[config.mk]
export PLATFORM = sky130hd
export DESIGN_NAME = prbs_block_gen
export DESIGN_NICKNAME = d
export VERILOG_FILES = /design/src/rtl/prbs_block_gen.sv
export SDC_FILE = /design/constraint.sdc
export NUM_CORES = 2
export LEC_CHECK = 0
export ABC_AREA = 1
export BUFFER_PORTS_ARGS = -buffer_cell sky130_fd_sc_hd__buf_4
export CORE_UTILIZATION = 30
export DETAILED_ROUTE_END_ITERATION = 7
export SLEW_MARGIN = 0
export SYNTH_ARGS = -nofsm -noshare
export SYNTH_HDL_FRONTEND = slang
export SYNTH_SLANG_ARGS = --single-unit
[constraint.sdc]
create_clock -name clk -period 218.7 [get_ports clk]
set_input_delay 43.74 -clock clk [delete_from_list [all_inputs] [get_ports clk]]
set_output_delay 43.74 -clock clk [all_outputs]
set_load 0.05 [all_outputs]
[src/rtl/prbs_block_gen.sv]
// PRBS block source: BLOCK_W-bit blocks from a selectable Fibonacci LFSR
// over a valid/ready handshake, with seeding, run length, abort and error injection.
module prbs_block_gen #(
  parameter int          BLOCK_W = 257,
  parameter int          CNT_W   = 32,
  parameter logic [30:0] SEED    = 31'h1
) (
  input  logic               clk,
  input  logic               rst,
  input  logic               start,
  input  logic               stop,
  input  logic [2:0]         mode,
  input  logic               seed_load,
  input  logic [30:0]        seed_in,
  input  logic [CNT_W-1:0]   num_blocks,
  input  logic               inj_err,
  input  logic               ready,
  output logic [BLOCK_W-1:0] data_out,
  output logic               data_valid,
  output logic               busy,
  output logic               done,
  output logic [CNT_W-1:0]   blk_cnt
);

  typedef enum logic {IDLE, RUN} state_t;

  state_t state, state_nxt;

  logic [2:0]         mode_q;
  logic [30:0]        seed_q;
  logic [30:0]        lfsr_q;
  logic [CNT_W-1:0]   num_q;
  logic               inj_q;

  logic [2:0]         gen_mode;
  logic [4:0]         tap_n;
  logic [4:0]         tap_m;
  logic [30:0]        mask;
  logic [30:0]        seed_m;
  logic [30:0]        gen_s;
  logic [30:0]        gen_end;
  logic [BLOCK_W-1:0] gen_blk;
  logic [BLOCK_W-1:0] flip;

  logic               start_acc;
  logic               xfer;
  logic               last;
  logic               load;
  logic [CNT_W-1:0]   cnt_inc;

  // In IDLE the generator previews block 0 from the seed and live mode.
  always_comb begin
    gen_mode = (state == IDLE) ? mode : mode_q;
    case (gen_mode)
      3'd0:    begin tap_n = 5'd6;  tap_m = 5'd5;  mask = 31'h7f;       end
      3'd1:    begin tap_n = 5'd8;  tap_m = 5'd4;  mask = 31'h1ff;      end
      3'd2:    begin tap_n = 5'd14; tap_m = 5'd13; mask = 31'h7fff;     end
      3'd3:    begin tap_n = 5'd22; tap_m = 5'd17; mask = 31'h7fffff;   end
      default: begin tap_n = 5'd30; tap_m = 5'd27; mask = 31'h7fffffff; end
    endcase
    seed_m = seed_q & mask;
    if (seed_m == 31'h0) seed_m = 31'h1;
    gen_s = (state == IDLE) ? seed_m : lfsr_q;
  end

  always_comb begin
    logic [30:0] s;
    logic        fb;
    s       = gen_s;
    gen_blk = '0;
    for (int i = 0; i < BLOCK_W; i++) begin
      fb                   = s[tap_n] ^ s[tap_m];
      gen_blk[BLOCK_W-1-i] = fb;
      s                    = {s[29:0], fb};
    end
    gen_end = s;
  end

  assign flip      = {inj_q, {(BLOCK_W-1){1'b0}}};
  assign cnt_inc   = blk_cnt + {{(CNT_W-1){1'b0}}, 1'b1};
  assign start_acc = (state == IDLE) && start && !stop;
  assign xfer      = (state == RUN) && data_valid && ready;
  assign last      = (num_q != '0) && (cnt_inc == num_q);
  assign load      = start_acc || (xfer && !stop && !last);

  always_ff @(posedge clk or posedge rst) begin
    if (rst) state <= IDLE;
    else     state <= state_nxt;
  end

  always_comb begin
    state_nxt = state;
    unique case (state)
      IDLE: if (start_acc)              state_nxt = RUN;
      RUN:  if (stop || (xfer && last)) state_nxt = IDLE;
    endcase
  end

  always_comb begin
    busy = (state == RUN);
  end

  always_ff @(posedge clk or posedge rst) begin
    if (rst) begin
      data_out   <= '0;
      data_valid <= 1'b0;
      done       <= 1'b0;
      blk_cnt    <= '0;
      mode_q     <= 3'd0;
      num_q      <= '0;
      seed_q     <= SEED;
      lfsr_q     <= 31'h0;
      inj_q      <= 1'b0;
    end else begin
      done <= xfer && last && !stop;
      if (state == IDLE && seed_load) seed_q <= seed_in;
      if (start_acc) begin
        mode_q  <= mode;
        num_q   <= num_blocks;
        blk_cnt <= '0;
      end else if (xfer) begin
        blk_cnt <= cnt_inc;
      end
      if (start_acc)
        data_valid <= 1'b1;
      else if (state == RUN && (stop || (xfer && last)))
        data_valid <= 1'b0;
      // A pulse landing on a load edge is kept for the following block.
      if (load) begin
        data_out <= gen_blk ^ flip;
        lfsr_q   <= gen_end;
        inj_q    <= inj_err;
      end else begin
        inj_q <= inj_q | inj_err;
      end
    end
  end

endmodule

# Word-level counts from Yosys, hierarchy flattened
# Index checks and enable logic that the tools add are counted.
[classes]
n_mux = 1042
bitwise = 261
reduce_logical = 20
n_lt_le_gt_ge = 2
n_eq_ne = 4
addsub = 1
[op_table]
columns = ["operator", "n"]
rows = [
  ["binary-select mux 1 bit (select 5 bit)", 514],
  ["two-way mux 1 bit", 519],
  ["bitwise XOR 1 bit", 257],
  ["bitwise XOR 257 bit", 1],
  ["case mux 31 bit (4 select lines)", 1],
  ["two-way mux 32 bit", 2],
  ["two-way mux 31 bit", 2],
  ["case mux 5 bit (4 select lines)", 2],
  ["adder 32 x 1 -> 32 bit, second input constant", 1],
  ["equality test 32 bit", 1],
  ["nonzero test 32 bit", 1],
  ["AND 31 bit", 1],
  ["logical NOT 31 bit", 1],
  ["< comparator 5 x 6 -> 1 bit, second input constant", 2],
  ["logical AND 1 bit", 11],
  ["equality test 3 x 2 -> 1 bit, second input constant", 2],
  ["nonzero test 2 bit", 2],
  ["equality test 3 x 1 -> 1 bit, second input constant", 1],
  ["logical NOT 3 bit", 1],
  ["two-way mux 3 bit", 1],
  ["logical NOT 1 bit", 2],
  ["logical OR 1 bit", 2],
  ["case mux 1 bit (2 select lines)", 1],
  ["NOT 1 bit", 1],
  ["OR 1 bit", 1],
]
[word_totals]
input_bits = 73
elab_cells = 1340
regBits = 390
out_inout_bits = 292

# Longest topological paths before layout
[depth]
ltp_word = 779
ltp_mapped = 1614
mapped_depth_nobuf = 1614

# Worst setup path before layout
# Ideal clock, no wire load.
[synth_path]
path_type = "in2reg"
start = "input port mode[2]"
end = "register lfsr_q[1]"
setup_ps = 118
n_path_buf = 1
slack_ps = 67180
stages = 1539
t_arrival_ps = 151402
cell_sequence = "inv_1 -> nand2_4 -> nand2_4 -> nand2_8 -> buf_12 -> nand2_4 -> nand2_1 -> nor2_1 -> nand3_1 -> nand2_1 -> nand2_1 -> nand2_2 -> nand3_2 -> nand3_2 -> nand2_1 -> nand2_1 -> nand2_1 -> nand2_1 -> (+1503 left out) -> nand2_2 -> nand3_2 -> nand2_2 -> nand2_1 -> nand2_1 -> nand2_1 -> nand2_1 -> nand2_1 -> nand2_2 -> nand3_2 -> nand3_1 -> nand2_1 -> o211ai_2 -> inv_1 -> nand2_1 -> nand3_1 -> nand3_1 -> nand2_1"
[synth_rtl]
columns = ["element", "line_no", "rtl"]
rows = [
  ["start: declaration", "12", "input logic [2:0] mode,"],
  ["end signal: assignment", "131", "lfsr_q <= gen_end;"],
  ["end: declaration", "31", "logic [30:0] lfsr_q;"],
]

==> impl_metrics.tcl <==
set metrics [dict create \
    period_minus_slack_ps 198970 \
    maxCapViolCount 0 \
    ff_latch_area_um2 8980 \
    synth_nets 8338 \
    setup_viol 0 \
    num-nets-final 8361 \
    ant_nets 0 \
    postLayoutCoreUtil_pct 31.8 \
    final_cell_mix "2566 x nand2_1, 844 x inv_1, 843 x nand3_1" \
    drive_above_1_share_pct 23.9 \
    drc 0 \
    grt_use_total_pct 27.1 \
    grt_overflow_total 0 \
    outcome "finished, final reports clean" \
    worst_skew_pair.late_latency_ps 710 \
    ctsHoldBuffers 0 \
    port_buffers 364 \
    placed_cell_area_um2 53700 \
    critPathMaxStageDelay_ps 580 \
    path_clk_slew_ps 60 \
    fin_crit_sh_pct 91.0 \
    die_width_um 420 \
    path_common_cell "nand3_2" \
    hold_class "flop to flop" \
    worst_pin_slew_ps 1070 \
    fp-row-count 153 \
    rsz0062_at_grt "no" \
    critical_path_class "input port to flop" \
    hpwl_mm 189 \
    async_flop_share_pct 100 \
    ys_warn_count 0 \
    routedWlPerCell_um 23.2 \
    grt_pass1_vias 52800 \
    cts_root_buf "clkbuf_16" \
    grt_pass1_wl_mm 359 \
    startpoint_type "input port" \
    cp.required_ps 219230 \
    start_util_pct 30.2 \
    dieArea_um2 177000 \
    antenna_found_initial 16 \
    ioPinCount 365 \
    fmax_mhz 5.03 \
    avgSynthCellArea_um2 6.36 \
    firstDrtPassIters 6 \
    crit_arrival_ps 199510 \
    path_max_fanout 108 \
    slew_headroom_pct 28.8 \
    grt_max_degree 159 \
    core-area_um2 174000 \
    viasPerCell 5.33 \
    area_growth_syn_to_layout_pct 5.24 \
    multi_input_area_um2 33400 \
    design_area_um2 55300 \
    die_h_um 420 \
    cts_tree "done" \
    synth_area_um2 52500 \
    ys_seq_area_share_pct 17.1 \
    drtIter0Drc 7238 \
    cts_made_buffers 45 \
    cts_resized 0 \
    clockBufferDepth 3 \
    clock_sinks 359 \
    drv_slew 0 \
    cts_setup_buffers 0 \
    synthFlopType "dfrtp_1" \
    synth_edf_count 0 \
    htree_levels 2 \
    cpMaxStageDelayCell "buf_4" \
    final.fill_count 19500 \
    vias 56800 \
    wl_mm 248 \
    cp-end-kind "flop" \
    final_common_cell "nand2_1" \
    syn_inst 8264 \
    finalClockSkew_ps 91.6 \
    hold_viol 0 \
    synth_largest_area_cell "nand2_1" \
    fin_setup_tns_ps 0 \
    ys_ff_latch 359 \
    synth_area_leaders "nand2_1 18%, dfrtp_1 17%, nand3_2 11%" \
    synth_cell_types 85 \
    routabilityCongestion 1.04 \
    synth_top_area_share_pct 18.3 \
]
-- routing by layer --
| layer | track usage (%) | part of all wire (%) | up-vias | wire length (um) |
|---|---|---|---|---|
| met2 | 41.8 | 44 | 2984 | 109000 |
| met4 | 16.2 | 6.6 | 2 | 16300 |
| met3 | 4.04 | 8.3 | 614 | 20500 |
| met1 | 35.5 | 41 | 26700 | 102000 |
| met5 | 0 | 0.0032 | - | 8 |
| li1 | - | - | 26500 | - |
-- cells in the mapped netlist (all sizes together), types with 31 or more instances --
cell and instances:
a21oi 105, a31oi 31, buf 72, clkbuf 400, clkinv 141, dfrtp 358, inv 913, nand2 3195
nand3 1441, nor2 384, o211ai 64, o21ai 780, o221ai 58, o22ai 56, xor2 34
-- metrics by stage --
| stage | hold WS [ps] | setup slack, ps | cells |
|---|---|---|---|
| detailed placement | 475 | 23590 | 10600 |
| finish | 482 | 19730 | 10700 |
| global route | 498 | 5910 | 10700 |
| floorplan | 460 | 67180 | 8264 |
| CTS | 489 | 23890 | 10600 |
| global placement | 470 | 26400 | 10600 |
-- critical path, delay by kind of cell --
family                    cells  cell delay (ps)
xor gates and xnor gates      1              210
and+or+nand+nor             706            70340
buffers and inverters         6             1810
AOI/OAI and AO/OA             5              680
-- cell families after synthesis --
family | count (synthesis) | synth area share, %
compound gates | 1138 | 12.4
flops | 359 | 17.1
mux | 16 | 0.336
xor+xnor | 64 | 1.13
fa+ha+maj | 1 | 0.0238
buf+inv | 1556 | 19.3
simple gates | 5130 | 49.8
-- flip-flops by register name (all words and copies together), names as in the netlist --
signal      flops
mode_q          3
seed_q         31
lfsr_q         30
data_valid      1
data_out      227
blk_cnt        32
num_q          32
done            1
inj_q           1
busy            1
-- layout make-up --
| class | count | share of cell area (%) |
|---|---|---|
| clock buffers | 63 | 2.36 |
| inverters | 1078 | 8.71 |
| well taps | 2325 | 5.26 |
| diodes | 12 | 0.0543 |
| flip-flops and latches | 359 | 16.3 |
| clock inverters | 20 | 0.514 |
| multi-input cells | 6349 | 60.5 |
| repair buffers | 454 | 6.35 |
-- final timing paths --
check / start / endpoint / slack, ps / cells past startpoint
min: data_out[196] / data_out[196] / 480 / 2
min in group asynchronous: rst / data_out[224] / 43150 / 2
max in group asynchronous: rst / data_out[68] / 174080 / 3
min reg2reg: data_out[196] / data_out[196] / 480 / 2
max reg2reg: busy / lfsr_q[2] / 62110 / 1503
max: mode[2] / lfsr_q[2] / 19730 / 718
Power is left out: the tool's default activity adds up to more than one toggle a clock period on the data nets, which glitch-free logic cannot reach.
